--- src/rtl/conv_pkg.sv ---
// rtl/conv_pkg.sv - shared types and helpers for the convolution tap MAC
//   tap_pos   : counter position of kernel tap (r,c)
//   min_sum_w : smallest accumulator width that cannot overflow over K*K taps
//   state_e   : sequencer states
package conv_pkg;

  typedef enum logic {
    IDLE = 1'b0,
    ACC  = 1'b1
  } state_e;

  function automatic int tap_pos(input int r, input int c, input int start,
                                 input int row_stride, input int col_stride);
    return start + r * row_stride + c * col_stride;
  endfunction

  function automatic int min_sum_w(input int dw, input int ww, input int k);
    return dw + ww + $clog2(k * k);
  endfunction

endpackage

--- src/rtl/tap_mac_acc.sv ---
// rtl/tap_mac_acc.sv - clear/load/accumulate register with extend-and-multiply datapath
//   clk, rst    : clock, asynchronous active-high reset
//   clr_i       : start a new sum (drop the held accumulator)
//   add_i       : include data_i * weight_i in this cycle's sum
//   data_i      : DW-bit sample
//   weight_i    : WW-bit weight
//   acc_next_o  : accumulator value after this cycle's edge
module tap_mac_acc #(
  parameter int DW     = 8,
  parameter int WW     = 8,
  parameter int SUM_W  = 21,
  parameter int SIGNED = 0
) (
  input  logic             clk,
  input  logic             rst,
  input  logic             clr_i,
  input  logic             add_i,
  input  logic [DW-1:0]    data_i,
  input  logic [WW-1:0]    weight_i,
  output logic [SUM_W-1:0] acc_next_o
);

  logic [SUM_W-1:0] acc_q;
  logic [SUM_W-1:0] acc_d;
  logic [SUM_W-1:0] prod_ext;

  if (SIGNED != 0) begin : g_signed
    logic signed [DW+WW-1:0] prod;
    // Widening before the multiply keeps the full signed product.
    assign prod     = (DW+WW)'($signed(data_i)) * (DW+WW)'($signed(weight_i));
    assign prod_ext = SUM_W'(prod);
  end else begin : g_unsigned
    logic [DW+WW-1:0] prod;
    assign prod     = (DW+WW)'(data_i) * (DW+WW)'(weight_i);
    assign prod_ext = SUM_W'(prod);
  end

  // Wraps modulo 2^SUM_W by construction; no saturation.
  assign acc_d      = (clr_i ? '0 : acc_q) + (add_i ? prod_ext : '0);
  assign acc_next_o = acc_d;

  always_ff @(posedge clk or posedge rst) begin
    if (rst) begin
      acc_q <= '0;
    end else begin
      acc_q <= acc_d;
    end
  end

endmodule

--- src/rtl/conv_tap_mac.sv ---
// rtl/conv_tap_mac.sv - K x K convolution tap sequencer and multiply-accumulate
//   clk, rst  : clock, asynchronous active-high reset
//   in_vld    : data_col sample valid
//   cnt       : line-shift position counter
//   data_col  : K column samples, column c at [c*DW +: DW]
//   weight    : K*K kernel weights, tap (r,c) at [(r*K+c)*WW +: WW]
//   dot       : last completed dot product
//   dot_vld   : one-cycle pulse when dot updates
//   dot_err   : with dot_vld, at least one tap of the window was missed
module conv_tap_mac
  import conv_pkg::*;
#(
  parameter int DW         = 8,
  parameter int WW         = 8,
  parameter int K          = 3,
  parameter int START      = 31,
  parameter int COL_STRIDE = 2,
  parameter int ROW_STRIDE = 16,
  parameter int CNT_W      = 7,
  parameter int SUM_W      = 21,
  parameter int SIGNED     = 0
) (
  input  logic                 clk,
  input  logic                 rst,
  input  logic                 in_vld,
  input  logic [CNT_W-1:0]     cnt,
  input  logic [K*DW-1:0]      data_col,
  input  logic [K*K*WW-1:0]    weight,
  output logic [SUM_W-1:0]     dot,
  output logic                 dot_vld,
  output logic                 dot_err
);

  localparam int IW       = (K > 1) ? $clog2(K) : 1;
  localparam int LAST_TAP = tap_pos(K-1, K-1, START, ROW_STRIDE, COL_STRIDE);
  localparam logic [CNT_W-1:0] START_C = CNT_W'(START);
  localparam logic [CNT_W-1:0] COL_C   = CNT_W'(COL_STRIDE);
  localparam logic [IW-1:0]    KM1     = IW'(K-1);

  if (SUM_W < min_sum_w(DW, WW, K)) begin : g_chk_sum
    $fatal(1, "conv_tap_mac: SUM_W too narrow");
  end
  if (COL_STRIDE < 1) begin : g_chk_col
    $fatal(1, "conv_tap_mac: COL_STRIDE must be >= 1");
  end
  if (ROW_STRIDE <= (K-1) * COL_STRIDE) begin : g_chk_row
    $fatal(1, "conv_tap_mac: ROW_STRIDE overlaps columns");
  end
  if (LAST_TAP >= 2**CNT_W) begin : g_chk_cnt
    $fatal(1, "conv_tap_mac: last tap beyond counter range");
  end

  state_e           state_q, state_d;
  logic [IW-1:0]    row_q, row_d, col_q, col_d;
  logic [CNT_W-1:0] next_tap_q, next_tap_d;
  logic             err_q, err_d;
  logic [SUM_W-1:0] dot_q, dot_d;
  logic             dot_vld_q, dot_vld_d;
  logic             dot_err_q, dot_err_d;

  logic             start_hit, tap_hit, last_tap;
  logic [IW-1:0]    sel_row, sel_col;
  logic [DW-1:0]    data_sel;
  logic [WW-1:0]    weight_sel;
  logic [SUM_W-1:0] acc_next;

  // START wins over a tap match so a restart always re-seeds from tap (0,0).
  assign start_hit = (cnt == START_C);
  assign tap_hit   = (state_q == ACC) && (cnt == next_tap_q) && !start_hit;
  assign last_tap  = (row_q == KM1) && (col_q == KM1);
  assign sel_row   = start_hit ? '0 : row_q;
  assign sel_col   = start_hit ? '0 : col_q;

  always_comb begin
    data_sel   = '0;
    weight_sel = '0;
    for (int c = 0; c < K; c++) begin
      if (sel_col == IW'(c)) data_sel = data_col[c*DW +: DW];
    end
    for (int r = 0; r < K; r++) begin
      for (int c = 0; c < K; c++) begin
        if (sel_row == IW'(r) && sel_col == IW'(c)) weight_sel = weight[(r*K+c)*WW +: WW];
      end
    end
  end

  tap_mac_acc #(
    .DW     (DW),
    .WW     (WW),
    .SUM_W  (SUM_W),
    .SIGNED (SIGNED)
  ) u_acc (
    .clk        (clk),
    .rst        (rst),
    .clr_i      (start_hit),
    .add_i      ((start_hit || tap_hit) && in_vld),
    .data_i     (data_sel),
    .weight_i   (weight_sel),
    .acc_next_o (acc_next)
  );

  always_comb begin
    state_d    = state_q;
    row_d      = row_q;
    col_d      = col_q;
    next_tap_d = next_tap_q;
    err_d      = err_q;
    dot_d      = dot_q;
    dot_vld_d  = 1'b0;
    dot_err_d  = dot_err_q;
    if (start_hit) begin
      err_d = !in_vld;
      row_d = '0;
      if (K == 1) begin
        dot_d     = acc_next;
        dot_vld_d = 1'b1;
        dot_err_d = !in_vld;
        col_d     = '0;
        state_d   = IDLE;
      end else begin
        col_d      = IW'(1);
        next_tap_d = START_C + COL_C;
        state_d    = ACC;
      end
    end else if (tap_hit) begin
      err_d = err_q || !in_vld;
      if (last_tap) begin
        dot_d     = acc_next;
        dot_vld_d = 1'b1;
        dot_err_d = err_q || !in_vld;
        row_d     = '0;
        col_d     = '0;
        state_d   = IDLE;
      end else if (col_q == KM1) begin
        row_d      = row_q + IW'(1);
        col_d      = '0;
        next_tap_d = CNT_W'(tap_pos(int'(row_q) + 1, 0, START, ROW_STRIDE, COL_STRIDE));
      end else begin
        col_d      = col_q + IW'(1);
        next_tap_d = next_tap_q + COL_C;
      end
    end
  end

  always_ff @(posedge clk or posedge rst) begin
    if (rst) begin
      state_q    <= IDLE;
      row_q      <= '0;
      col_q      <= '0;
      next_tap_q <= '0;
      err_q      <= 1'b0;
      dot_q      <= '0;
      dot_vld_q  <= 1'b0;
      dot_err_q  <= 1'b0;
    end else begin
      state_q    <= state_d;
      row_q      <= row_d;
      col_q      <= col_d;
      next_tap_q <= next_tap_d;
      err_q      <= err_d;
      dot_q      <= dot_d;
      dot_vld_q  <= dot_vld_d;
      dot_err_q  <= dot_err_d;
    end
  end

  assign dot     = dot_q;
  assign dot_vld = dot_vld_q;
  assign dot_err = dot_err_q;

endmodule

--- config.mk ---
export PLATFORM = sky130hd
export DESIGN_NAME = conv_tap_mac
export DESIGN_NICKNAME = d
export VERILOG_FILES = /design/src/rtl/conv_pkg.sv /design/src/rtl/tap_mac_acc.sv /design/src/rtl/conv_tap_mac.sv
export SDC_FILE = /design/constraint.sdc
export NUM_CORES = 1
export LEC_CHECK = 0
export CAP_MARGIN = 10
export CORE_UTILIZATION = 25
export CTS_CLUSTER_SIZE = 10
export DETAILED_ROUTE_END_ITERATION = 8
export PLACE_DENSITY = 0.5
export SLEW_MARGIN = 10
export SYNTH_ARGS = -nofsm -noshare
export SYNTH_HDL_FRONTEND = slang
export SYNTH_SLANG_ARGS = --single-unit
--- constraint.sdc ---
create_clock -name clk -period 7.2 [get_ports clk]
set_input_delay 2.16 -clock clk [delete_from_list [all_inputs] [get_ports clk]]
set_output_delay 2.16 -clock clk [all_outputs]
set_load 0.05 [all_outputs]
==> metrics.csv <==
stage,metric,value,unit
status,status,"complete, but fails checks",
status,failing checks,negative setup slack,
power,pwr/cell area,161,nW/um^2
clocking,worst-case clock buffer depth,2,
floorplan,chip width,159,um
placement,GPL Wtd Cong,0.852,
cells_and_area,Final nets,1222,
placement,post-DP HPWL,15600,um
synthesis,sequential share of the synthesized area,23.2,%
sta,Final Worst Setup Slack,-1.49,ns
floorplan,die area,25200,sq um
sta,Fin Setup TNS,-33.68,ns
worst_setup_path,Critical-path top delay cell,fa_1,
worst_setup_path,Bufs and invs on worst path,9,
clocking,clock buffer count from CTS,9,
cells_and_area,area occupied by multi-input gates,4930,sq um
cells_and_area,most frequent cells in the layout,"buf_4, clkdlybuf4s50_1, nor2_1",
sta,max_slew headroom,51.0,%
sta,Max Clk Rate,115,MHz
worst_setup_path,Worst path max stage delay,0.54,ns
sta,RSZ-0062 raised after global routing,yes,
global_routing,wire length of the first global-routing pass,33400,um
cells_and_area,"commonest non-fill, non-tap cell in the layout",buf_4,
worst_setup_path,Critical Path Source Type,input port,
synthesis,Mapped Area,6150,sq um
global_routing,vias in the first global route,6549,
worst_setup_path,required time worst endpoint,7.41,ns
floorplan,total core area,24200,sq um
cells_and_area,ratio of cells with drive above 1 in the final layout,31.8,%
worst_setup_path,crit-path leading delay family,adder cells,
route,Wirelength per Cell,14.9,um
power,P_leak,4.65,nW
clocking,CTS tree,yes,
floorplan,row count,57,
hold_path,hold crit path type,flip-flop to flip-flop,
placement,Cells after DPL,1300,
route,WL final,20200,um
clocking,CTS sink cnt,57,
cells_and_area,ant diodes,0,
placement,Placement Cell Area,8940,sq um
synthesis,ys async rst share,100,%
floorplan,initial core utilization,25.4,%
clocking,Clock Latency Late Sink,0.33,ns
synthesis,Area contributors post-synth,"dfrtp_1, fa_1, ha_1",
global_routing,Total GRT Usage,16.4,%
job,Max Cap Viol,0,
sta,final setup vio count,31,
route,final antenna-violating net count,0,
cells_and_area,Synth-to-Final Area Change,63.4,%
cells_and_area,final std cells w/o fill,1352,
sta,worst slew pin tran,0.735,ns
sta,clk_skew,0.00793,ns
sta,final clock period utilization by the worst path,121,%
cells_and_area,register area,1430,sq um
worst_setup_path,worst setup path class,input port to flip-flop,
worst_setup_path,Crit Path Max Fanout,8,
synthesis,"flops & latches, synth",57,
floorplan,die height,159,um
route,Vias,6245,
route,Vias/cell,4.62,
route,DRC viols,0,
sta,worst hold margin,0.479,ns
synthesis,ys flop type,dfrtp_1,
synthesis,Synth top area share,23.2,%
clocking,Root Buffer,clkbuf_16,
synthesis,Syn Inst Count,725,
synthesis,Avg Inst Size Synth,8.49,sq um
floorplan,I/O Pins,129,
worst_setup_path,WP data arrival,8.89,ns
cells_and_area,final-layout fill cell count,2453,
sta,Slew Limit Fails,0,
synthesis,Synth area leader,dfrtp_1,
route,drt first-iter violations,380,
cells_and_area,Final Cell Area,10100,sq um
sta,final hold violations,0,
route,DR pass1 iterations,5,
synthesis,Post-synth EDFFs,0,
clocking,H-tree lvl count,3,
placement,buffers added on ports,128,
power,maximum vdd drop,0.116,mV
sta,min cycle time layout,8.69,ns
placement,Post-Place Setup Slack,-2.30,ns
global_routing,GRT Residual Overflow,0,
synthesis,Yosys Warn Count,0,
synthesis,Unique masters post-synth,68,
synthesis,syn_nets,924,
global_routing,largest net degree at the start of global routing,58,
clocking,clk slew on worst S/H paths,0.05,ns
clocking,"Hold-fix buffers, CTS",0,
worst_setup_path,Setup crit end kind,flip-flop,
global_routing,initial antenna violation count,0,
cells by family (layout without fill, tap and decap cells):
logic type      count (synthesis)  count (layout)  share of synthesized area [%]
simple gates                  258             258                           19.6
compound gates                174             174                           19.8
fa+ha+maj                      93              93                           23.4
buf+inv                        90             393                           5.77
flops                          57              57                           23.2
xor+xnor                       35              35                           4.98
mux                            18              18                           3.21
worst register-to-register path: cells and delay by family (launching register included):
kind	cells	cell delay (ns)
XOR/XNOR	2	0.38
AO/OA/AOI/OAI	10	2.00
AND/OR/NAND/NOR	5	1.12
flip-flops	1	0.46
adder cells (fa/ha/maj)	6	2.44
buffers and inverters	6	0.59
flip-flops by register name, summed over array words and instances (netlist names):
| signal | count |
|---|---|
| col_q | 2 |
| row_q | 2 |
| dot | 21 |
| next_tap_q | 7 |
| state_q | 1 |
| dot_err | 1 |
| u_acc.acc_q | 21 |
| dot_vld | 1 |
| err_q | 1 |
repair_timing:
item                                    CTS  global route
pin swaps                                69            43
buffers inserted                         23            13
gates resized for setup                  92            51
endpoints found under the setup margin   34            33
cell type report:
| cell class | count | share of cell area, % |
|---|---|---|
| Clock buffer | 13 | 2.59 |
| Tap cell | 324 | 4.03 |
| Inverter | 67 | 2.50 |
| Clock inverter | 3 | 0.149 |
| Sequential cell | 57 | 14.2 |
| Timing Repair Buffer | 310 | 27.5 |
| Multi-Input combinational cell | 578 | 49.1 |
layer usage:
layer	vias to the layer above	track usage (%)	routed length [um]
met2	105	27.0	9530
met4	0	4.20	237
li1	3121	-	-
met5	-	0	0
met3	14	1.83	602
met1	3005	22.7	9840
path summary, 6_finish.rpt:
check                      slack [ns]             end  cells after the start  startpoint
max in group asynchronous        4.35  u_acc.acc_q[4]                      3         rst
hold / removal                   0.48         dot[12]                      2     dot[12]
setup reg to reg                 0.09         dot[19]                     29    row_q[0]
setup / recovery                -1.49         dot[19]                     32      cnt[6]
hold reg to reg                  0.48         dot[12]                      2     dot[12]
min in group asynchronous        2.35         dot_vld                      3         rst
through the flow:
stage	power [mW]	utilization, %
2_1_floorplan	0.768	-
3_3_place_gp	1.13	36.9
3_5_place_dp	1.13	36.9
4_1_cts	1.60	40.0
5_1_grt	1.75	41.5
6_report	1.62	41.5
cell usage after synthesis (all sizes together), types with 3 or more instances:
master and instances:
a211oi 5, a21o 8, or2 13, nor2 116, a2111oi 3, nand4 5
mux2i 4, and2 21, o2111ai 3, nor3 15, a22oi 6, ha 56
o21a 8, buf 8, nand2 55, a222oi 8, a21oi 35, xnor2 22
o21ai 41, mux2 14, inv 67, a22o 11, fa 37, a221oi 4
clkbuf 15, nor2b 6, o22ai 9, or3 3, a32o 4, nand3 11
dfrtp 57, nand2b 4, o21bai 4, nor3b 3, xor2 13
where the power goes:
| part | switching [mW] | total [mW] | internal [mW] |
|---|---|---|---|
| combinational | 0.435 | 0.881 | 0.446 |
| sequential | 0.0124 | 0.347 | 0.335 |
| clock | 0.141 | 0.391 | 0.249 |
No activity file was read; power rests on OpenSTA's default activity.
